==> src/rtl/instr_mem_loader.sv <==
// rtl/instr_mem_loader.sv - byte-stream to instruction-memory word writer
//
// Accepts bytes over a valid/ready handshake, packs them MSB-first into N-bit
// words and writes each word to consecutive addresses starting at 0. The core
// is stalled through busy while a load runs.
//
// Ports:
//   clk, rst_n          clock, asynchronous active-low reset
//   start, num_words    begin a load of num_words words (sampled in IDLE)
//   abort               cancel the current load
//   byte_valid/data     incoming byte stream, byte_ready back-pressure
//   mem_we/addr/wdata   instruction-memory write port
//   busy, done, error   load in progress, completion pulse, rejected-start flag
//   checksum            XOR of all bytes accepted in the current load

module instr_mem_loader #(
    parameter int N     = 24,
    parameter int DEPTH = 1024,
    parameter int AW    = 10
) (
    input  logic          clk,
    input  logic          rst_n,
    input  logic          start,
    input  logic [AW:0]   num_words,
    input  logic          abort,
    input  logic          byte_valid,
    input  logic [7:0]    byte_data,
    output logic          byte_ready,
    output logic          mem_we,
    output logic [AW-1:0] mem_addr,
    output logic [N-1:0]  mem_wdata,
    output logic          busy,
    output logic          done,
    output logic          error,
    output logic [7:0]    checksum
);

    localparam int BPW = N / 8;
    localparam int BCW = $clog2(BPW + 1);
    localparam logic [BCW-1:0] LAST_BYTE = BCW'(BPW - 1);
    localparam logic [AW:0]    DEPTH_W   = (AW + 1)'(DEPTH);

    typedef enum logic [1:0] {
        S_IDLE,
        S_RECV,
        S_WRITE,
        S_DONE
    } state_t;

    state_t         state_q, state_d;
    logic [N-1:0]   word_q, word_d;
    logic [BCW-1:0] byte_cnt_q, byte_cnt_d;
    logic [AW-1:0]  addr_q, addr_d;
    logic [AW:0]    num_words_q, num_words_d;
    logic [7:0]     checksum_q, checksum_d;
    logic           error_q, error_d;

    always_ff @(posedge clk or negedge rst_n) begin
        if (!rst_n) begin
            state_q     <= S_IDLE;
            word_q      <= '0;
            byte_cnt_q  <= '0;
            addr_q      <= '0;
            num_words_q <= '0;
            checksum_q  <= '0;
            error_q     <= 1'b0;
        end else begin
            state_q     <= state_d;
            word_q      <= word_d;
            byte_cnt_q  <= byte_cnt_d;
            addr_q      <= addr_d;
            num_words_q <= num_words_d;
            checksum_q  <= checksum_d;
            error_q     <= error_d;
        end
    end

    always_comb begin
        state_d     = state_q;
        word_d      = word_q;
        byte_cnt_d  = byte_cnt_q;
        addr_d      = addr_q;
        num_words_d = num_words_q;
        checksum_d  = checksum_q;
        error_d     = error_q;

        case (state_q)
            S_IDLE: begin
                // abort outranks start, so a coincident abort swallows the start
                if (start && !abort) begin
                    if (num_words == '0 || num_words > DEPTH_W) begin
                        error_d = 1'b1;
                    end else begin
                        num_words_d = num_words;
                        error_d     = 1'b0;
                        checksum_d  = '0;
                        byte_cnt_d  = '0;
                        addr_d      = '0;
                        word_d      = '0;
                        state_d     = S_RECV;
                    end
                end
            end
            S_RECV: begin
                // byte_ready is high throughout RECV, so byte_valid alone
                // completes the handshake, even on an abort cycle
                if (byte_valid) begin
                    word_d     = (word_q << 8) | N'(byte_data);
                    checksum_d = checksum_q ^ byte_data;
                    byte_cnt_d = byte_cnt_q + 1'b1;
                    if (byte_cnt_q == LAST_BYTE) begin
                        state_d = S_WRITE;
                    end
                end
                if (abort) begin
                    state_d = S_IDLE;
                end
            end
            S_WRITE: begin
                if (abort) begin
                    state_d = S_IDLE;
                end else if ({1'b0, addr_q} == num_words_q - 1'b1) begin
                    state_d = S_DONE;
                end else begin
                    addr_d     = addr_q + 1'b1;
                    byte_cnt_d = '0;
                    state_d    = S_RECV;
                end
            end
            S_DONE: begin
                state_d = S_IDLE;
            end
            default: begin
                state_d = S_IDLE;
            end
        endcase
    end

    assign byte_ready = (state_q == S_RECV);
    // an abort landing on the WRITE cycle suppresses that write
    assign mem_we     = (state_q == S_WRITE) && !abort;
    assign mem_addr   = addr_q;
    assign mem_wdata  = word_q;
    assign busy       = (state_q == S_RECV) || (state_q == S_WRITE);
    assign done       = (state_q == S_DONE);
    assign error      = error_q;
    assign checksum   = checksum_q;

endmodule
==> config.mk <==
export PLATFORM = sky130hd
export DESIGN_NAME = instr_mem_loader
export DESIGN_NICKNAME = d
export VERILOG_FILES = /design/src/rtl/instr_mem_loader.sv
export SDC_FILE = /design/constraint.sdc
export NUM_CORES = 1
export LEC_CHECK = 0
export CAP_MARGIN = 10
export CORE_MARGIN = 2
export CORE_UTILIZATION = 50
export CTS_CLUSTER_SIZE = 40
export DETAILED_ROUTE_END_ITERATION = 16
export DONT_BUFFER_PORTS = 1
export PLACE_DENSITY = 0.66
export REMOVE_ABC_BUFFERS = 1
export SYNTH_ARGS = -nofsm -noshare
export SYNTH_HDL_FRONTEND = slang
export SYNTH_SLANG_ARGS = --single-unit
==> constraint.sdc <==
create_clock -name clk -period 2.8 [get_ports clk]
set_clock_uncertainty 0.2 [all_clocks]
set_input_delay 0.7 -clock clk [delete_from_list [all_inputs] [get_ports clk]]
set_output_delay 0.7 -clock clk [all_outputs]
set_load 0.1 [all_outputs]
After elaboration in Yosys (flattened, before gate mapping)

Index checks and enable logic that the tools add are counted.

Bits in registers: 58
Word-level logic and storage cells: 70
Input port bits: 24

Reduce and logical (&&, ||, !) cells: 16
$add $sub $neg: 3
Magnitude comparators: 1
Bitwise gates (word level): 3
Equality and inequality tests: 12
Multiplexer cells: 28

Operator list:

| operator                                           | count |
|---|---|
| two-way mux 24 bit                                 | 3 |
| case mux 24 bit (2 select lines)                   | 1 |
| two-way mux 10 bit                                 | 4 |
| two-way mux 2 bit                                  | 12 |
| two-way mux 8 bit                                  | 3 |
| OR 24 x 8 -> 24 bit                                | 1 |
| case mux 10 bit (2 select lines)                   | 1 |
| case mux 8 bit (2 select lines)                    | 1 |
| == test 10 x 11 -> 1 bit                           | 1 |
| > comparator 11 bit, second input constant         | 1 |
| logical NOT 11 bit                                 | 1 |
| subtractor 11 x 1 -> 11 bit, second input constant | 1 |
| adder 10 x 1 -> 10 bit, second input constant      | 1 |
| != test 2 bit, second input constant               | 5 |
| case mux 2 bit (4 select lines)                    | 1 |
| AND reduction 4 bit                                | 2 |
| bitwise XOR 8 bit                                  | 1 |
| == test 2 bit, second input constant               | 3 |
| case mux 2 bit (3 select lines)                    | 1 |
| AND reduction 6 bit                                | 1 |
| AND reduction 5 bit                                | 1 |
| nonzero test 2 bit                                 | 2 |
| != test 3 x 2 -> 1 bit, second input constant      | 1 |
| != test 3 bit, second input constant               | 1 |
| 11 further kinds                                   | 13 |

Logic depth before layout (Yosys ltp)

Gate-level depths: netlist of run 1.

Word-level depth: 5
Depth in mapped cells: 12

Worst setup path after synthesis of run 1

OpenSTA, ideal clock, no wires.

Path type: register -> register
Start: register state_q[0]
End: register addr_q[5], in the netlist mem_addr[5]
Cell stages (with the launch flop): 9
Setup time: 0.119 ns
Buffers on the path: 1
Arrival: 3.190 ns
Path slack: -0.709 ns
Data required time: 2.481 ns
Path through: dfrtp_1 > inv_1 > ha_1 > nor2b_1 > o21bai_1 > a41o_1 > buf_4 > o31a_1 > o21a_1

Longest elaborated chain between the ends: 3
Elaborated cells between the ends (all ways): 9
Those cells by class: 5 x eq/ne; 1 x mux; 3 x reduce/logical

RTL lines:

| what                                                                 | RTL line | RTL |
|---|---|---|
| start: declaration                                                   | 50       | `state_t state_q, state_d;` |
| start signal: assignment                                             | 68       | `state_q <= state_d;` |
| == test 2 bit or logical NOT 2 bit (tied branches)                   | 87       | `case (state_q)` |
| != test 2 bit (no source line) or nonzero test 2 bit (tied branches) | --       |  |
| AND reduction 5 bit (no source line)                                 | --       |  |
| end signal: assignment                                               | 71       | `addr_q <= addr_d;` |
| end: declaration                                                     | 53       | `logic [AW-1:0] addr_q, addr_d;` |

Several ways; a longest one is shown, not always the timed one.
A chain may end at the register's enable or synchronous reset.

Worst setup path after layout of run 1

Start: register num_words_q[1]
End: register addr_q[5], in the netlist mem_addr[5]

Longest elaborated chain between the ends: 4

RTL lines:

| what                                 | RTL line | RTL |
|---|---|---|
| start: declaration                   | 54       | `logic [AW:0] num_words_q, num_words_d;` |
| start signal: assignment             | 72       | `num_words_q <= num_words_d;` |
| subtractor 11 x 1 -> 11 bit          | 122      | `end else if ({1'b0, addr_q} == num_words_q - 1'b1) begin` |
| == test 10 x 11 -> 1 bit             | 122      |  |
| != test 2 bit (no source line)       | --       |  |
| AND reduction 5 bit (no source line) | --       |  |

No other way between the ends.

==> metrics.cfg, run 1 <==
[outcome]
status=finished, final reports clean

[routing]
vias_per_cell=5.26
detail-route-antenna-nets=0
routedLengthMet1_mm=3.03
route.met2.wl_mm=3.17
wl_met3_um=454
top_layer=met4
drt_iter0_markers=97
vias=2494
route.detailed.drc=0
firstDrtPassIters=4
wl_mm=6.72
post_drt_wl_per_cell_um=14.2

[clocking]
clock-sinks=58
cts_max_level=3
tritoncts=done
cts_inserted_buffers=9
clk_latency_ps=340
cts_max_path_buffers=2
cts.clk_slew.worst_paths_ps=70
cts_root_buf=clkbuf_8

[critical_path]
cp_slowest_cell=or3b_4
path_common_cell=o21a_1
start_kind=register
worstPathCellList=inv_2, ha_2, or3b_4, o21a_1, o21ai_2, o31ai_2, a41o_2, buf_4, o31a_1, o21a_1
cpPeakStageDelay_ps=420
path_max_fanout=5
crit_type=reg -> reg
reg2reg_from=num_words_q[1]$_DFFE_PN0P_
crit_family=compound AO/OA/AOI/OAI gates
cp-startpoint=num_words_q[1]$_DFFE_PN0P_
end_kind=register
arrival_ps=2790
crit_required_ps=2830
crit_buf_inv=2

[timing]
min_period_ps=2760
setup_ws_ps=38.3
rsz0062_at_grt=true
hold_violations=0
worstMarginPinSlew_ps=400
finalCritPeriodShare_pct=98.6
clock.fmax_ghz=0.362
report.final.slew_viol_count=0
setup_viol=0
maxSlewHeadroom_pct=73.2

[place]
hpwl_mm=4.71
gp_congestion=0.742
pre_cts_slack_ps=-147
portBuffers=0
placed_cells=452

[synthesis]
syn_avg_cell_area_um2=9.35
async_reset_ff_share_pct=100
yosys_warnings=0
yosysSeqAreaShare_pct=48.5
syn_area_mm2=0.00299
syn_inst=320
synth_seq_cells=58
synth_edf_count=0
ys_types=49
ys.flop_type=dfrtp_1

[floorplanning]
row_count=28
ios=71
coreArea_mm2=0.00585
die_x_um=81.4
die_y_um=81.4
start_util_pct=51.2
die-area_mm2=0.00662

[layout]
final_nets=425
antenna_cells=0
layout-drive-gt1-share_pct=32.6
area_growth_pct=30.6
stdcell_count=474

[grt]
grt_first_pass_wirelength_mm=10.8
grt_start_max_net_pins=59
grt_usage_pct=21.5
grt_pass1_vias=2324
globalRouteOverflowTotal=0
grt_antenna_before_repair=0

[job]
cap_viol_max_count=0

[hold_path]
worstHoldPathType=in -> async

area by class of cell:
type                       count  area (um2)
fill                         478        1940
tap                           75        93.8
sequential                    58        1450
clock buffer                  10         138
inverter                      13        48.8
clock inverter                 6        41.3
multi-input combinational    236        1530
timing repair buffer          76         608
final timing paths:
path | to | slack [ps] | depth (start not counted)
max in group asynchronous | num_words_q[9]$_DFFE_PN0P_ | 2140 | 1
setup reg to reg | mem_addr[5]$_DFFE_PN0P_ | 40 | 10
setup / recovery | mem_addr[5]$_DFFE_PN0P_ | 40 | 10
hold / removal | mem_addr[0]$_DFFE_PN0P_ | 20 | 1
min in group clk | num_words_q[1]$_DFFE_PN0P_ | 270 | 2
hold reg to reg | mem_wdata[21]$_DFFE_PN0P_ | 280 | 2
synth_stat cells (all sizes together) (2+ instances only):
master | n | area share [%]
nand3 | 4 | 0.67
xor2 | 13 | 3.8
nor2 | 22 | 2.8
nor4 | 5 | 2.3
or4 | 4 | 1.1
inv | 13 | 1.6
a21oi | 10 | 1.7
or2 | 2 | 0.42
or3 | 8 | 1.7
o21ai | 38 | 6.4
nor2b | 2 | 0.42
mux2 | 9 | 3.4
and2 | 2 | 0.42
nand3b | 2 | 0.50
mux2i | 2 | 0.67
xnor2 | 6 | 1.8
nand2b | 3 | 0.63
nor3 | 6 | 1.0
ha | 7 | 2.9
nand2 | 65 | 8.2
o21a | 2 | 0.50
buf | 3 | 0.79
o31ai | 3 | 0.75
clkbuf | 10 | 1.3
nand4 | 4 | 0.84
dfrtp | 58 | 48
logic make-up after synthesis:
family,after synthesis,share of synthesized area [%]
AO/OA/AOI/OAI,64,12.7
flip-flops,58,48.5
AND/OR/NAND/NOR,135,22.6
adder cells (fa/ha/maj),7,2.93
XOR/XNOR,19,5.56
buffers and inverters,26,3.68
multiplexers,11,4.06
sequential cells by signal, summed over array words and instances, names as in the netlist:
| name | cells |
|---|---|
| mem_wdata | 24 |
| byte_cnt_q | 2 |
| error | 1 |
| checksum | 8 |
| mem_addr | 10 |
| state_q | 2 |
| num_words_q | 11 |
layer usage:
layer	GRT usage (%)	vias up
met2	33.4	60
met1	28.7	1179
li1	-	1250
met5	0	-
met4	8.14	0
met3	5.89	5
repair_timing:
item / 4_1_cts / 5_1_grt
hold buffers: 1 / 0
setup endpoints to repair: 12 / 12
endpoints found under the hold margin: 58 / 0
buffers inserted: 0 / 4
resized for setup: 0 / 24
gates cloned: 0 / 1
pin swaps: 3 / 7
stage by stage:
stage / hold slack, ps / util (%) / TNS (ps) / area (um2)
after floorplan: 204 / - / -13690 / 2930
after global placement: 207 / 61.0 / -664 / 3570
after detailed placement: 207 / 61.0 / -1210 / 3570
after CTS: 31.5 / 64.5 / 0 / 3770
after global routing: 36.6 / 66.8 / -243 / 3910
final: 20.5 / 66.8 / 0 / 3910
placed cells by master (no fill, tap or decap), types with 9 or more instances in the layout:
cell	count
nand2_1	65
inv_1	11
mux2_2	9
xor2_1	13
clkbuf_8	10
dfrtp_1	58
buf_4	71
o21ai_0	31
nor2_1	22
Power of run 1 is not shown: default switching activity piles up to over one toggle a cycle in this logic, so the estimate is an artifact.
==> run 2: changes to the inputs <==
- CORE_UTILIZATION: 50 -> 35
- PLACE_DENSITY: 0.66 -> 0.49
- SETUP_SLACK_MARGIN: unset -> 0.15
==> metrics.cfg, run 2 (synthesis gave the netlist of run 1 again) <==
[critical_path]
arrival_ps=2880
r2r_slack_ps=-20
end_kind=register
start_kind=register
reg2reg_from=num_words_q[1]$_DFFE_PN0P_
crit_type=reg -> reg
r2r_cells=12
crit_required_ps=2860
r2r_end=mem_addr[3]$_DFFE_PN0P_
path_max_fanout=5

[grt]
grt_first_pass_wirelength_mm=12.0
grt_usage_pct=17.1
grt_start_max_net_pins=59
globalRouteOverflowTotal=0
grt_antenna_before_repair=0
grt_pass1_vias=2448

[outcome]
failed_checks=negative setup slack
status=finished with violations

[timing]
setup_ws_ps=-23.1
whs_ps=22.6
setup_viol=2
rsz0062_at_grt=true
finalSetupTns_ps=-24.2
worstMarginPinSlew_ps=542
min_period_ps=2820
hold_violations=0
finalCritPeriodShare_pct=101
report.final.slew_viol_count=0
clock.fmax_ghz=0.354
maxSlewHeadroom_pct=62.9

[routing]
vias_per_cell=4.89
firstDrtPassIters=4
post_drt_wl_per_cell_um=14.6
drt_iter0_markers=89
wl_mm=7.43
detail-route-antenna-nets=0
vias=2482
route.detailed.drc=0

[clocking]
clock-sinks=58
cts_max_path_buffers=2
cts.clk_slew.worst_paths_ps=70
cts_inserted_buffers=9
tritoncts=done
clk_latency_ps=340
cts_max_level=3
cts_root_buf=clkbuf_8

[floorplanning]
coreArea_mm2=0.00826
die-area_mm2=0.00931
row_count=33
start_util_pct=36.2
ios=71
die_y_um=96.5
die_x_um=96.5

[layout]
layout-drive-gt1-share_pct=34.5
stdcell_count=508
final_cell_mix=buf_4, nand2_1, dfrtp_1, o21ai_0, nor2_1
largest_reg_flops=24
antenna_cells=0
area_growth_pct=36.3
layout_commonest_cell=buf_4
fill_cells=803
final_nets=429

[place]
hpwl_mm=5.12
portBuffers=0
pre_cts_slack_ps=-139
gp_congestion=0.823
placed_cells=484

[job]
cap_viol_max_count=0

[hold_path]
worstHoldPathType=in -> async

## run 2: worst max path at each step
stage / startpoint / endpoint / slack (ps)
after detailed placement: num_words[1] / mem_addr[4]$_DFFE_PN0P_ / -140
final: num_words_q[1]$_DFFE_PN0P_ / mem_addr[3]$_DFFE_PN0P_ / -20
after global placement: num_words[1] / mem_addr[6]$_DFFE_PN0P_ / -110
after CTS: num_words_q[1]$_DFFE_PN0P_ / mem_addr[9]$_DFFE_PN0P_ / 40
after global routing: num_words_q[0]$_DFFE_PN0P_ / byte_cnt_q[1]$_DFFE_PN0P_ / -130
after floorplan: state_q[0]$_DFFE_PN0P_ / mem_addr[7]$_DFFE_PN0P_ / -860
## run 2: through the flow
step           area, um2  util (%)
3_5_place_dp        3620      43.8
4_1_cts             4020      48.7
2_1_floorplan       2930         -
6_report            4080      49.4
3_3_place_gp        3620      43.8
5_1_grt             4080      49.4
## run 2: cell type report
cell class | instances | area [um2] | area share [%]
multi-input combinational | 236 | 1560 | 38.3
sequential | 58 | 1450 | 35.6
timing repair buffer | 80 | 659 | 16.2
clock buffer | 10 | 138 | 3.37
tap | 105 | 131 | 3.22
clock inverter | 6 | 88.8 | 2.18
inverter | 13 | 48.8 | 1.20
## run 2: what timing repair did
item,CTS,global route
gates cloned,1,0
hold buffers,1,0
resized for setup,25,16
setup endpoints to repair,14,13
endpoints found under the hold margin,58,0
pin swaps,19,9
buffers inserted,6,0
## run 2: routing by layer
metal / GRT usage, % / wire (um) / part of all wire (%) / up-vias
met2: 26.5 / 3450 / 46 / 60
met5: 0 / 0 / 0 / -
li1: - / - / - / 1260
met3: 5.12 / 460 / 6.2 / 12
met1: 22.0 / 3380 / 46 / 1150
met4: 7.86 / 136 / 1.8 / 0
## run 2: worst max-delay path: stages, from the launching register on
cell     delay [ps]
dfrtp_1         390
inv_2            80
ha_4            130
or3b_4          400
buf_6           130
buf_4           120
nor4_1          370
o21ai_2         120
o31ai_2          80
a41o_2          300
buf_6           150
o21ai_2          50
a21oi_1         200
Power of run 2 is left out for the same reason.
==> run 3: changes to the inputs <==
- RECOVER_POWER: unset -> 25
==> metrics.cfg, run 3 (synthesis gave the netlist of run 1 again) <==
[outcome]
status=finished with violations
failed_checks=negative setup slack

[clocking]
clk_latency_ps=340
cts_max_path_buffers=2
tritoncts=done
cts_inserted_buffers=9
cts_root_buf=clkbuf_8
cts.clk_slew.worst_paths_ps=70
clock-sinks=58
cts_max_level=3

[place]
pre_cts_slack_ps=-139
hpwl_mm=5.12
gp_congestion=0.823
placed_cell_area_mm2=0.00362
portBuffers=0

[floorplanning]
die-area_mm2=0.00931
ios=71
die_y_um=96.5
row_count=33
die_x_um=96.5
coreArea_mm2=0.00826
start_util_pct=36.2

[routing]
post_drt_wl_per_cell_um=14.6
vias_per_cell=4.89
firstDrtPassIters=4
vias=2482
drt_iter0_markers=89
detail-route-antenna-nets=0
wl_mm=7.43
route.detailed.drc=0

[layout]
fill_cells=806
layout_commonest_cell=buf_4
largest_reg_flops=24
final_cell_mix=buf_4, nand2_1, dfrtp_1, o21ai_0, nor2_1
antenna_cells=0
area_growth_pct=35.6
final_cell_area_mm2=0.00406
layout-drive-gt1-share_pct=34.5
final_nets=429

[timing]
clock.fmax_ghz=0.354
rsz0062_at_grt=true
setup_viol=2
finalSetupTns_ps=-24.2
min_period_ps=2820
setup_ws_ps=-23.1
hold_violations=0
worstMarginPinSlew_ps=1490
finalCritPeriodShare_pct=101
report.final.slew_viol_count=0
maxSlewHeadroom_pct=0.723

[grt]
grt_first_pass_wirelength_mm=12.0
grt_usage_pct=17.1
grt_antenna_before_repair=0
grt_pass1_vias=2448
grt_start_max_net_pins=59
globalRouteOverflowTotal=0

[critical_path]
start_kind=register
arrival_ps=2880
end_kind=register
crit_type=reg -> reg
crit_required_ps=2860
path_max_fanout=5

[job]
cap_viol_max_count=0

[hold_path]
worstHoldPathType=in -> reg

run 3: cell count changes in the layout (fill, tap and decap cells not counted), sizes merged:
cell	before	now
buf	80	79
clkbuf	10	11
run 3: path summary, 6_finish.rpt:
path	from	end	slack, ps	depth (start not counted)
worst max-delay path	num_words_q[1]$_DFFE_PN0P_	mem_addr[3]$_DFFE_PN0P_	-20	12
worst min-delay path	num_words[1]	num_words_q[1]$_DFFE_PN0P_	270	2
worst max register to register	num_words_q[1]$_DFFE_PN0P_	mem_addr[3]$_DFFE_PN0P_	-20	12
worst min register to register	mem_wdata[17]$_DFFE_PN0P_	mem_wdata[17]$_DFFE_PN0P_	300	2
max in group asynchronous	rst_n	num_words_q[8]$_DFFE_PN0P_	1000	1
min in group asynchronous	rst_n	checksum[0]$_DFFE_PN0P_	510	1
run 3: final cells by class:
class | instances | area (um2) | area share [%]
multi-input combinational | 236 | 1560 | 38.5
sequential | 58 | 1450 | 35.8
timing repair buffer | 80 | 637 | 15.7
clock buffer | 10 | 138 | 3.39
tap | 105 | 131 | 3.24
clock inverter | 6 | 88.8 | 2.19
inverter | 13 | 48.8 | 1.20
run 3: worst max-delay path: stages (launching register included):
cell	delay [ps]
dfrtp_1	390
inv_2	80
ha_4	130
or3b_4	400
buf_6	130
buf_4	120
nor4_1	370
o21ai_2	120
o31ai_2	80
a41o_2	300
buf_6	150
o21ai_2	50
a21oi_1	200
run 3: per-layer routing:
metal | GRT usage [%] | share of wire, %
met2 | 26.5 | 46
met5 | 0 | 0
met4 | 7.86 | 1.8
met1 | 22.0 | 45
met3 | 5.12 | 6.3
run 3: timing repair:
action / in CTS / in global routing
endpoints found under the hold margin: 58 / 0
cloned: 1 / 0
hold buffers: 1 / 0
setup endpoints to repair: 14 / 13
pin swaps: 19 / 9
setup buffers: 6 / 0
gates resized for setup: 25 / 16
run 3: per-stage QoR:
stage	util, %	std cells	hold slack, ps
after floorplan	-	307	204
after global routing	49.1	508	285
after CTS	48.7	508	25.9
final	49.1	508	274
after global placement	43.8	484	206
after detailed placement	43.8	484	207
Power of run 3 is left out for the same reason.
